--- src/rtl/csr_pkg.sv ---
// Shared definitions for the Zicsr execute sequencer: funct3 encodings, FSM states,
// counter CSR addresses and address-class helpers.
package csr_pkg;

  localparam logic [2:0] F3_CSRRW  = 3'b001;
  localparam logic [2:0] F3_CSRRS  = 3'b010;
  localparam logic [2:0] F3_CSRRC  = 3'b011;
  localparam logic [2:0] F3_CSRRWI = 3'b101;
  localparam logic [2:0] F3_CSRRSI = 3'b110;
  localparam logic [2:0] F3_CSRRCI = 3'b111;

  typedef enum logic [1:0] {
    ST_IDLE = 2'd0,
    ST_RD   = 2'd1,
    ST_WR   = 2'd2,
    ST_RSP  = 2'd3
  } csr_state_e;

  localparam logic [11:0] CSR_CYCLE     = 12'hC00;
  localparam logic [11:0] CSR_CYCLEH    = 12'hC80;
  localparam logic [11:0] CSR_INSTRET   = 12'hC02;
  localparam logic [11:0] CSR_INSTRETH  = 12'hC82;
  localparam logic [11:0] CSR_MCYCLE    = 12'hB00;
  localparam logic [11:0] CSR_MCYCLEH   = 12'hB80;
  localparam logic [11:0] CSR_MINSTRET  = 12'hB02;
  localparam logic [11:0] CSR_MINSTRETH = 12'hB82;

  typedef struct packed {
    logic hit;
    logic instret;
    logic hi;
  } csr_ctr_sel_t;

  function automatic logic csr_is_read_only(input logic [11:0] addr);
    return addr[11:10] == 2'b11;
  endfunction

  // User-mode aliases (0xCxx) and machine-mode aliases (0xBxx) map onto the same counters.
  function automatic csr_ctr_sel_t csr_counter_decode(input logic [11:0] addr);
    csr_ctr_sel_t s;
    s = '0;
    case (addr)
      CSR_CYCLE,    CSR_MCYCLE:    begin s.hit = 1'b1; end
      CSR_CYCLEH,   CSR_MCYCLEH:   begin s.hit = 1'b1; s.hi = 1'b1; end
      CSR_INSTRET,  CSR_MINSTRET:  begin s.hit = 1'b1; s.instret = 1'b1; end
      CSR_INSTRETH, CSR_MINSTRETH: begin s.hit = 1'b1; s.instret = 1'b1; s.hi = 1'b1; end
      default: s = '0;
    endcase
    return s;
  endfunction

endpackage

--- src/rtl/csr_exec_unit_counter64.sv ---
// 64-bit free-running counter with increment enable and per-half overwrite;
// a write in a cycle replaces the increment for that cycle.
module csr_counter64 (
  input  logic        clk,
  input  logic        reset,
  input  logic        i_inc,
  input  logic        i_wr_lo,
  input  logic        i_wr_hi,
  input  logic [31:0] i_wr_data,
  output logic [63:0] o_value
);

  logic [63:0] r_value;

  always_ff @(posedge clk) begin
    if (reset) begin
      r_value <= '0;
    end else if (i_wr_lo) begin
      r_value[31:0] <= i_wr_data;
    end else if (i_wr_hi) begin
      r_value[63:32] <= i_wr_data;
    end else if (i_inc) begin
      r_value <= r_value + 64'd1;
    end
  end

  assign o_value = r_value;

endmodule

--- src/rtl/csr_exec_unit.sv ---
// Execute-stage sequencer for Zicsr ops: IDLE -> RD -> WR -> RSP around an external csr_file.
// Define CSR_COUNTERS_EN to add local 64-bit cycle/instret counters.
module csr_exec_unit
  import csr_pkg::*;
#(
  parameter int XLEN   = 32,
  parameter int CSR_AW = 12
) (
  input  logic              clk,
  input  logic              reset,
  input  logic              req_valid,
  output logic              req_ready,
  input  logic [2:0]        req_funct3,
  input  logic [CSR_AW-1:0] req_csr_addr,
  input  logic [XLEN-1:0]   req_rs1_val,
  input  logic [4:0]        req_zimm,
  output logic              resp_valid,
  input  logic              resp_ready,
  output logic [XLEN-1:0]   resp_rdata,
  output logic              resp_illegal,
  output logic              csr_write,
  output logic [CSR_AW-1:0] csr_wr_addr,
  output logic [XLEN-1:0]   csr_wr_val,
  output logic [CSR_AW-1:0] csr_rd_addr,
  input  logic [XLEN-1:0]   csr_rd_val,
  input  logic              instret_inc
);

  csr_state_e        r_state;
  csr_state_e        w_next;
  logic [2:0]        r_funct3;
  logic [CSR_AW-1:0] r_addr;
  logic [XLEN-1:0]   r_rs1;
  logic [4:0]        r_zimm;
  logic              r_do_write;
  logic [CSR_AW-1:0] r_wr_addr;
  logic [XLEN-1:0]   r_wr_val;
  logic [XLEN-1:0]   r_resp_rdata;
  logic              r_resp_illegal;

  logic              w_req_ready;
  logic              w_resp_valid;
  logic              w_csr_write;
  logic              w_accept;
  logic [XLEN-1:0]   w_old;
  logic [XLEN-1:0]   w_operand;
  logic [XLEN-1:0]   w_new;
  logic              w_f3_valid;
  logic              w_wants_write;
  logic              w_illegal;

  always_ff @(posedge clk) begin
    if (reset) begin
      r_state <= ST_IDLE;
    end else begin
      r_state <= w_next;
    end
  end

  // Reset gates the strobes combinationally so a write in flight is dropped that same cycle.
  always_comb begin
    w_next       = r_state;
    w_req_ready  = 1'b0;
    w_resp_valid = 1'b0;
    w_csr_write  = 1'b0;
    case (r_state)
      ST_IDLE: begin
        w_req_ready = !reset;
        if (req_valid) w_next = ST_RD;
      end
      ST_RD: w_next = ST_WR;
      ST_WR: begin
        w_csr_write = r_do_write & !reset;
        w_next      = ST_RSP;
      end
      ST_RSP: begin
        w_resp_valid = !reset;
        if (resp_ready) w_next = ST_IDLE;
      end
      default: w_next = ST_IDLE;
    endcase
  end

  assign w_accept = req_valid & w_req_ready;

  assign w_operand     = r_funct3[2] ? {{(XLEN-5){1'b0}}, r_zimm} : r_rs1;
  assign w_f3_valid    = (r_funct3[1:0] != 2'b00);
  // The rs1 field doubles as zimm, so a zero field suppresses set/clear writes in both forms.
  assign w_wants_write = (r_funct3[1:0] == 2'b01) | (r_zimm != 5'd0);
  assign w_illegal     = !w_f3_valid | (csr_is_read_only(r_addr[11:0]) & w_wants_write);

  always_comb begin
    w_new = w_operand;
    case (r_funct3)
      F3_CSRRW, F3_CSRRWI: w_new = w_operand;
      F3_CSRRS, F3_CSRRSI: w_new = w_old | w_operand;
      F3_CSRRC, F3_CSRRCI: w_new = w_old & ~w_operand;
      default:             w_new = w_operand;
    endcase
  end

  // The old value is captured in RD; write data and response fields are staged there too.
  always_ff @(posedge clk) begin
    if (reset) begin
      r_funct3       <= '0;
      r_addr         <= '0;
      r_rs1          <= '0;
      r_zimm         <= '0;
      r_do_write     <= 1'b0;
      r_wr_addr      <= '0;
      r_wr_val       <= '0;
      r_resp_rdata   <= '0;
      r_resp_illegal <= 1'b0;
    end else begin
      if (w_accept) begin
        r_funct3 <= req_funct3;
        r_addr   <= req_csr_addr;
        r_rs1    <= req_rs1_val;
        r_zimm   <= req_zimm;
      end
      if (r_state == ST_RD) begin
        r_do_write     <= w_wants_write & !w_illegal;
        r_resp_rdata   <= w_illegal ? '0 : w_old;
        r_resp_illegal <= w_illegal;
        if (w_wants_write & !w_illegal) begin
          r_wr_addr <= r_addr;
          r_wr_val  <= w_new;
        end
      end
    end
  end

`ifdef CSR_COUNTERS_EN
  csr_ctr_sel_t w_rd_sel;
  csr_ctr_sel_t w_wr_sel;
  logic [63:0]  w_cycle;
  logic [63:0]  w_instret;
  logic [63:0]  w_ctr_val;
  logic [31:0]  w_ctr_half;

  assign w_rd_sel   = csr_counter_decode(r_addr[11:0]);
  assign w_wr_sel   = csr_counter_decode(r_wr_addr[11:0]);
  assign w_ctr_val  = w_rd_sel.instret ? w_instret : w_cycle;
  assign w_ctr_half = w_rd_sel.hi ? w_ctr_val[63:32] : w_ctr_val[31:0];
  assign w_old      = w_rd_sel.hit ? w_ctr_half : csr_rd_val;

  csr_counter64 u_cycle (
    .clk       (clk),
    .reset     (reset),
    .i_inc     (1'b1),
    .i_wr_lo   (w_csr_write & w_wr_sel.hit & !w_wr_sel.instret & !w_wr_sel.hi),
    .i_wr_hi   (w_csr_write & w_wr_sel.hit & !w_wr_sel.instret &  w_wr_sel.hi),
    .i_wr_data (r_wr_val[31:0]),
    .o_value   (w_cycle)
  );

  csr_counter64 u_instret (
    .clk       (clk),
    .reset     (reset),
    .i_inc     (instret_inc),
    .i_wr_lo   (w_csr_write & w_wr_sel.hit &  w_wr_sel.instret & !w_wr_sel.hi),
    .i_wr_hi   (w_csr_write & w_wr_sel.hit &  w_wr_sel.instret &  w_wr_sel.hi),
    .i_wr_data (r_wr_val[31:0]),
    .o_value   (w_instret)
  );
`else
  logic w_unused_instret;
  assign w_unused_instret = instret_inc;
  assign w_old            = csr_rd_val;
`endif

  assign req_ready    = w_req_ready;
  assign resp_valid   = w_resp_valid;
  assign resp_rdata   = r_resp_rdata;
  assign resp_illegal = r_resp_illegal;
  assign csr_write    = w_csr_write;
  assign csr_wr_addr  = r_wr_addr;
  assign csr_wr_val   = r_wr_val;
  assign csr_rd_addr  = r_addr;

endmodule

--- config.mk ---
export PLATFORM = sky130hd
export DESIGN_NAME = csr_exec_unit
export DESIGN_NICKNAME = d
export VERILOG_FILES = /design/src/rtl/csr_pkg.sv /design/src/rtl/csr_exec_unit_counter64.sv /design/src/rtl/csr_exec_unit.sv
export SDC_FILE = /design/constraint.sdc
export NUM_CORES = 1
export LEC_CHECK = 0
export CAP_MARGIN = 20
export CORE_ASPECT_RATIO = 1.5
export CORE_MARGIN = 10
export CORE_UTILIZATION = 35
export DETAILED_ROUTE_END_ITERATION = 10
export PLACE_DENSITY = 0.71
export SKIP_CTS_REPAIR_TIMING = 1
export SLEW_MARGIN = 20
export SYNTH_ARGS = -nofsm -noshare
export SYNTH_HDL_FRONTEND = slang
export SYNTH_SLANG_ARGS = --single-unit
--- constraint.sdc ---
create_clock -name clk -period 1.6 [get_ports clk]
set_input_delay 0.32 -clock clk [delete_from_list [all_inputs] [get_ports clk]]
set_output_delay 0.32 -clock clk [all_outputs]
set_load 0.02 [all_outputs]
**Word level (Yosys, flattened, before mapping)**

Index checks and enable logic that the tools add are counted.

- Bits of input ports: 89
- Word-level logic and storage cells: 49
- Register bits: 132
- Output and inout bits: 92

- Reductions and logical operators: 10
- Equality and inequality tests: 11
- Bitwise logic cells: 9
- Mux-type cells: 9

Operators by type and width:

| cell | number |
|---|---|
| 32-bit two-way mux | 2 |
| 32-bit case mux with 2 select lines | 1 |
| 32-bit bitwise AND | 1 |
| 32-bit NOT | 1 |
| 32-bit OR | 1 |
| 2-bit case mux with 4 select lines | 1 |
| 2-bit == test (second input constant) | 3 |
| 3-bit by 2-bit == test with 1-bit output (second input constant) | 2 |
| 3-bit == test (second input constant) | 2 |
| 5-bit nonzero test | 1 |
| 1-bit bitwise AND | 4 |
| 2-bit by 1-bit == test with 1-bit output (second input constant) | 2 |
| 2-bit two-way mux | 2 |
| 2-bit inequality test (second input constant) | 2 |
| 2-bit AND reduction | 2 |
| 2-bit OR reduction | 2 |
| 1-bit logical NOT | 3 |
| 1-bit two-way mux | 3 |
| 2-bit logical NOT | 1 |
| 1-bit OR | 2 |
| 2-bit nonzero test | 1 |

**Logic depth before layout (Yosys ltp)**

Gate-level depths: netlist of the first run.

- Word-level depth: 7
- Mapped depth: 8
- Depth with buffers taken out: 6

**Least setup slack after synthesis of the first run**

No wires, ideal clock.

- Path kind: reg2reg
- Start point: register r_state[0]
- End point: register r_rs1[0]
- Setup time: 119 ps
- Required time: 1,481 ps
- Stages on the path, launching flop included: 8
- Path slack: -131 ps
- Arrival: 1,612 ps
- Cell sequence: dfxtp_1 > inv_1 > ha_1 > nor2b_1 > and2_1 > buf_2 > buf_2 > o21ai_1

- Longest elaborated chain between the ends: 3

RTL lines:

| item | RTL line | text |
|---|---|---|
| start: declaration | csr_exec_unit.sv:29 | `csr_state_e r_state;` |
| start signal: assignment | csr_exec_unit.sv:56 | `r_state <= w_next;` |
| 2-bit logical NOT | csr_exec_unit.sv:66 | `case (r_state)` |
| 1-bit two-way mux | csr_exec_unit.sv:66 |  |
| named net req_ready | csr_exec_unit.sv:12 | `output logic req_ready,` |
| 1-bit bitwise AND | csr_exec_unit.sv:84 | `assign w_accept = req_valid & w_req_ready;` |
| end signal: assignment | csr_exec_unit.sv:118 | `r_rs1 <= req_rs1_val;` |
| end: declaration | csr_exec_unit.sv:33 | `logic [XLEN-1:0] r_rs1;` |

The timed path passes the listed nets, and every way through them passes these cells.
A chain may end at the register's enable or synchronous reset.

**Final worst setup path of the first run**

- Start point: register r_state[0]
- End point: output csr_write

- Longest elaborated chain between the ends: 2

RTL lines:

| item | RTL line | text |
|---|---|---|
| 2-bit == test | csr_exec_unit.sv:66 |  |
| 1-bit two-way mux | csr_exec_unit.sv:66 |  |
| end: declaration | csr_exec_unit.sv:21 | `output logic csr_write,` |

Every way passes these cells.

==> reports/qor.csv, run 1 <==
stage;metric;value;unit
cts;worst-skew pair later-pin latency;0.41;ns
cts;clk buf depth;2;
sta;# setup viols final;2;
sta;count of pins over their slew limit;0;
cts;clk sinks;132;
detailed_routing;post-route ant nets;0;
cells_and_area;final net count;914;
critical_path;Top cell by count, worst path;buf_6;
detailed_routing;drt first-iter violations;309;
critical_path;family with the most delay on the worst path;flip-flops;
yosys;most frequent cell after synthesis;dfxtp_1;
sta;worst setup margin;-0.0618;ns
yosys;Mapped Nets;734;
detailed_routing;Wirelength per Cell;18.4;um
die;die area;21400;sq um
cts;H-tree Lvls;4;
critical_path;Critical Path RT;1.28;ns
detailed_routing;via/cell ratio;4.93;
power_and_ir_drop;Max IR drop VDD;1.06;mV
yosys;Synth cell types;32;
critical_path;critical path endpoint category;output port;
detailed_routing;Residual DRC;0;
die;Ports;181;
worst_hold_path;class of the worst hold path;input port to register;
yosys;Post-synth EDFFs;0;
cells_and_area;area grow syn2layout;58.3;%
global_route;overflow left after global routing;0;
sta;Slew HR;76.5;%
global_route;first-pass GRT wire length;28300;um
critical_path;Max stage delay on crit path;0.35;ns
yosys;Mapped Area;5560;sq um
critical_path;Crit path buffers/inverters;3;
cts;clk root buf;clkbuf_16;
run;number of max-cap violations;0;
critical_path;WS Path Type;register to output port;
critical_path;Startpoint Class;register;
yosys;synth warn;0;
power_and_ir_drop;Power, Total;12.5;mW
yosys;syn avg cell area;8.69;sq um
yosys;Synth Register Bits;132;
die;core area;15600;sq um
cts;cts bufs inserted;17;
outcome;run status;complete, but fails checks;
sta;Least-Margin Pin Slew;0.352;ns
die;die width;123;um
sta;final hold slack;0.266;ns
global_route;largest net degree at the start of global routing;76;
detailed_routing;first drt pass iteration count;4;
sta;crit path time final;1.66;ns
cells_and_area;layout cell share with drive strength beyond 1;11.5;%
global_route;global-route usage over all layers;16.6;%
yosys;synth top area cells;dfxtp_1 (48%), nand2b_1 (8.7%), mux2i_1 (6.7%), o21ai_1 (5.8%), nor3_1 (5.8%);
sta;Tcrit/Tclk final;104;%
critical_path;critical path fanouts, max;3;
outcome;violated checks;setup timing;
yosys;asr flop ratio synth;0;%
yosys;register area share after synthesis;47.5;%
critical_path;Worst EP arrival;1.34;ns
sta;total negative slack;-0.0674;ns
yosys;top cells by count, synth;dfxtp_1 (132), nand2_1 (84), nand2b_1 (77), o21ai_1 (65), nor3_1 (64);
yosys;area leader, netlist;dfxtp_1;
global_route;number of global-route vias before repair;5137;
global_route;initial antenna violation count;4;
die;Die Y;174;um
cts;CTS tree;yes;
place;RePlAce Congestion;0.781;
yosys;Synth Flop Type;dfxtp_1;
sta;Final Skew;0.00833;ns
cts;Worst-path clk slew;0.05;ns
critical_path;Crit-path slowest cell;dfxtp_4;
power_and_ir_drop;Leak;4.82;nW
place;Port Buffer Count;179;
critical_path;Cell Chain, Critical Path;inv_2, buf_6, ha_4, nand2_2, nor2_2, buf_6;
die;Starting Density;35.6;%
detailed_routing;Routed WL;19100;um
place;DP HPWL;12800;um
sta;fmax;0.602;GHz
sta;RSZ-0062 raised after global routing;yes;
die;row cnt;56;
sta;final hold vios;0;
yosys;post-synth top area share;47.5;%
power_and_ir_drop;Power Dens Cells;1420;nW/um^2
detailed_routing;vias post-DR;5124;
yosys;synthesized instance count;640;
[power by group]
group	leakage (nW)	internal [mW]	total (mW)	switching (mW)
clock network	0.288	2.56	4.00	1.44
logic	3.46	1.98	4.39	2.41
registers	1.08	3.80	4.09	0.293
total	4.82	8.34	12.5	4.15
[layout by cell type, fill, tap and decap left out, types with 2 or more instances in the layout]
master	instances
a21oi_1	46
a22o_1	32
buf_12	16
buf_4	21
buf_6	3
bufinv_16	3
clkbuf_1	2
clkbuf_16	19
clkbuf_8	3
clkdlybuf4s50_1	86
clkinv_2	3
clkinvlp_4	3
dfxtp_1	130
diode_2	4
dlymetal6s2s_1	89
ha_1	2
ha_4	2
inv_1	2
inv_2	2
mux2i_1	37
nand2_1	83
nand2b_1	77
nand3_1	12
nor2_1	5
nor2_4	2
nor2b_1	2
nor3_1	60
nor3_2	4
o21ai_1	65
[per-layer routing]
layer | GRT usage, % | part of all wire (%)
met1 | 18.4 | 40
met2 | 28.9 | 53
met5 | 0 | 0
met3 | 3.34 | 4.7
met4 | 8.87 | 2.7
[flip-flops by register name, summed over array words and instances (netlist names)]
signal and cells:
csr_wr_val 32, r_do_write 1, r_funct3 3, csr_wr_addr 12
csr_rd_addr 12, r_zimm 5, resp_rdata 32, resp_illegal 1
r_state 2, r_rs1 32
[final timing paths]
check                   from              to  slack [ns]  cells past startpoint
setup / recovery  r_state[0]       csr_write       -0.06                      6
hold / removal         reset    resp_illegal        0.27                      2
setup reg to reg  r_state[0]  csr_wr_val[20]        0.07                      8
hold reg to reg     r_rs1[9]        r_rs1[9]        0.46                      2
[area by class of cell]
type,instances,area (sq um)
Tap cell,203,254
Inverter,4,15.0
Timing Repair Buffer,217,2540
Multi-Input combinational cell,448,2740
Clock inverter,9,128
Clock buffer,22,474
Fill cell,1424,6820
Sequential cell,132,2650
Antenna cell,4,10.0
[kinds of logic (layout without fill, tap and decap cells)]
family	count (synthesis)	in the layout	share of synthesized area, %
buffers and inverters	61	252	4.99
other	0	4	0
DFF	132	132	47.5
muxes	37	37	6.66
AOI/OAI and AO/OA	151	151	16.5
adders and majority gates	5	5	1.12
and+or+nand+nor	254	255	23.2
[worst register-to-register path, stage by stage (launching register included)]
cell and delay (ns):
dfxtp_4 0.35, buf_4 0.11, ha_4 0.14, o21ai_2 0.12
a21oi_4 0.16, buf_12 0.15, clkbuf_16 0.17, a21oi_1 0.07
nor3_1 0.18
[through the flow]
stage / utilization, % / setup slack [ns] / cells / instance area, sq um
3_5_place_dp: 49.6 / -0.197 / 994 / 7750
5_1_grt: 56.4 / -0.127 / 1039 / 8800
2_1_floorplan: - / 0.0386 / 640 / 5570
6_report: 56.4 / -0.0618 / 1039 / 8800
3_3_place_gp: 49.6 / -0.133 / 994 / 7750
4_1_cts: 53.4 / -0.513 / 1025 / 8350
Note: power is estimated with default switching activity, not from simulation.
==> run 2, diff against run 1 <==
==> constraint.sdc (replaced) <==
create_clock -name clk -period 1.6 [get_ports clk]
set_input_delay 0.32 -clock clk [delete_from_list [all_inputs] [get_ports clk]]
set_output_delay 0.32 -clock clk [all_outputs]
set_load 0.1 [all_outputs]
==> run 2 against run 1 <==
Compared with the run above:
- the run still ends with setup timing left
- core utilization rose by 3.1 points
- count of clock-buffer cells in the layout decreased by 5
- non-clock buffer count down 10
- critical path type unchanged
- highest routed layer unchanged
==> reports/qor.csv, run 2 (synthesis gave the netlist of run 1 again) <==
stage;metric;value;unit;change
cells_and_area;area grow syn2layout;66.9;%;
die;Starting Density;35.6;%;unchanged
die;Ports;181;;unchanged
detailed_routing;via/cell ratio;5.03;;+2.0%
critical_path;critical path fanouts, max;4;;+1
die;core area;15600;sq um;unchanged
critical_path;Worst EP arrival;1.42;ns;+0.08 ns
cts;clk sinks;132;;unchanged
sta;RSZ-0062 raised after global routing;yes;;
detailed_routing;Wirelength per Cell;18.1;um;-1.6%
power_and_ir_drop;Leak;3.55;nW;-26%
power_and_ir_drop;clock share of power;27.0;%;-5.0 points
detailed_routing;first drt pass iteration count;6;;+2
power_and_ir_drop;Max IR drop VDD;1.20;mV;+13%
cells_and_area;multi-input logic area;2720;sq um;-0.59%
sta;Final Skew;0.0105;ns;+0.00222 ns
cts;clk buf depth;2;;unchanged
die;die width;123;um;unchanged
critical_path;WS Path Type;register to output port;;
power_and_ir_drop;Logic pwr share;43.4;%;+8.2 points
sta;Tcrit/Tclk final;109;%;+4.9 points
detailed_routing;Routed WL;18600;um;-2.7%
power_and_ir_drop;Sequential Power Share;29.6;%;-3.2 points
sta;fmax;0.575;GHz;-4.5%
critical_path;critical path endpoint category;output port;;
detailed_routing;Residual DRC;0;;unchanged
place;RePlAce Congestion;0.794;;+1.6%
cells_and_area;final net count;903;;-1.2%
global_route;global-route usage over all layers;17.4;%;+0.71 points
global_route;first-pass GRT wire length;29200;um;+3.4%
cells_and_area;fillcell total;1277;;-10%
cells_and_area;share of the core filled with cells;59.4;%;+3.1 points
worst_hold_path;class of the worst hold path;input port to register;;
place;Port Buffer Count;179;;unchanged
die;row cnt;56;;unchanged
cells_and_area;most frequent cells in the layout;dfxtp_1 (128), buf_12 (101), clkdlybuf4s50_1 (86), nand2_1 (84), nand2b_1 (77);;
critical_path;Critical Path RT;1.28;ns;about the same
cells_and_area;register area;2650;sq um;about the same
critical_path;Crit-path slowest cell;dfxtp_2;;
cts;Worst-path clk slew;0.06;ns;about the same
sta;# setup viols final;3;;+1
critical_path;Max stage delay on crit path;0.35;ns;about the same
cells_and_area;layout cell share with drive strength beyond 1;21.4;%;+9.9 points
cts;clk root buf;clkbuf_16;;
detailed_routing;vias post-DR;5170;;+0.90%
place;DP HPWL;13400;um;+4.8%
cts;worst-skew pair later-pin latency;0.42;ns;about the same
global_route;number of global-route vias before repair;5341;;+4.0%
sta;count of pins over their slew limit;0;;unchanged
run;number of max-cap violations;0;;unchanged
place;dpl ws;0.0227;ns;+0.219 ns
sta;worst setup margin;-0.140;ns;-0.0783 ns
cells_and_area;commonest non-fill, non-tap cell in the layout;dfxtp_1;;
die;die area;21400;sq um;unchanged
power_and_ir_drop;Power Dens Cells;1570;nW/um^2;+11%
power_and_ir_drop;NetSw;6.05;mW;+46%
global_route;overflow left after global routing;0;;unchanged
detailed_routing;drt first-iter violations;279;;-9.7%
sta;final hold vios;0;;unchanged
power_and_ir_drop;internal power;8.50;mW;+2.0%
die;Die Y;174;um;unchanged
global_route;initial antenna violation count;3;;-1
critical_path;Cell Chain, Critical Path;inv_4, ha_2, nand2_1, nor2_4, buf_12;;
cts;cts bufs inserted;17;;unchanged
sta;Least-Margin Pin Slew;0.380;ns;+0.0278 ns
cts;H-tree Lvls;4;;unchanged
sta;Slew HR;74.7;%;-1.8 points
outcome;violated checks;setup timing;;
critical_path;Startpoint Class;register;;
outcome;run status;complete, but fails checks;;
detailed_routing;post-route ant nets;0;;unchanged
global_route;largest net degree at the start of global routing;47;;-38%
power_and_ir_drop;Switching Share;41.6;%;+8.4 points
sta;crit path time final;1.74;ns;+0.0783 ns
cts;CTS tree;yes;;
run 2: critical path, delay by kind of cell (launching register included):
| family | cells | cell delay (ns) |
|---|---|---|
| adders and majority gates | 1 | 0.19 |
| buffers and inverters | 2 | 0.26 |
| DFF | 1 | 0.35 |
| and+or+nand+nor | 2 | 0.20 |
run 2: cell type report:
cell class / instances / share of cell area [%]
clock inverter: 15 / 1.82
multi-input combinational: 447 / 29.3
clock buffer: 17 / 4.58
sequential: 132 / 28.5
antenna: 3 / 0.0809
timing repair buffer: 207 / 32.7
inverter: 4 / 0.189
tap: 203 / 2.74
run 2: path summary, 6_finish.rpt:
kind,slack (ns),end,start,cells past startpoint
setup / recovery,-0.14,csr_write,r_state[0],5
hold / removal,0.23,r_do_write,reset,2
setup reg to reg,0.01,csr_wr_val[1],r_state[1],7
hold reg to reg,0.47,r_rs1[0],r_rs1[0],2
run 2: metrics by stage:
step                instance area [sq um]  setup TNS [ns]  total power, mW  hold WS [ns]  std cells
floorplan                            5650          -10.97             8.20         0.434        640
global placement                     8640               0             10.6         0.451        992
detailed placement                   8640               0             10.7         0.457        992
CTS                                  9230          -0.438             14.6         0.222       1024
global route                         9280           -1.63             15.2         0.246       1028
finish                               9280          -0.305             14.6         0.230       1028
run 2: routing by layer:
metal / up-vias / track usage (%) / wire length [um]
met1: 2435 / 19.1 / 7070
met3: 30 / 3.18 / 876
met5: - / 0 / 0
li1: 2552 / - / -
met4: 0 / 8.03 / 530
met2: 153 / 30.9 / 10100
run 2: power groups by stage:
stage	clock, mW	combinational, mW	sequential, mW
floorplan	0	2.12	6.08
global placement	0	6.24	4.33
detailed placement	0	6.29	4.36
CTS	3.99	6.31	4.29
global route	4.12	6.69	4.37
finish	3.93	6.32	4.31
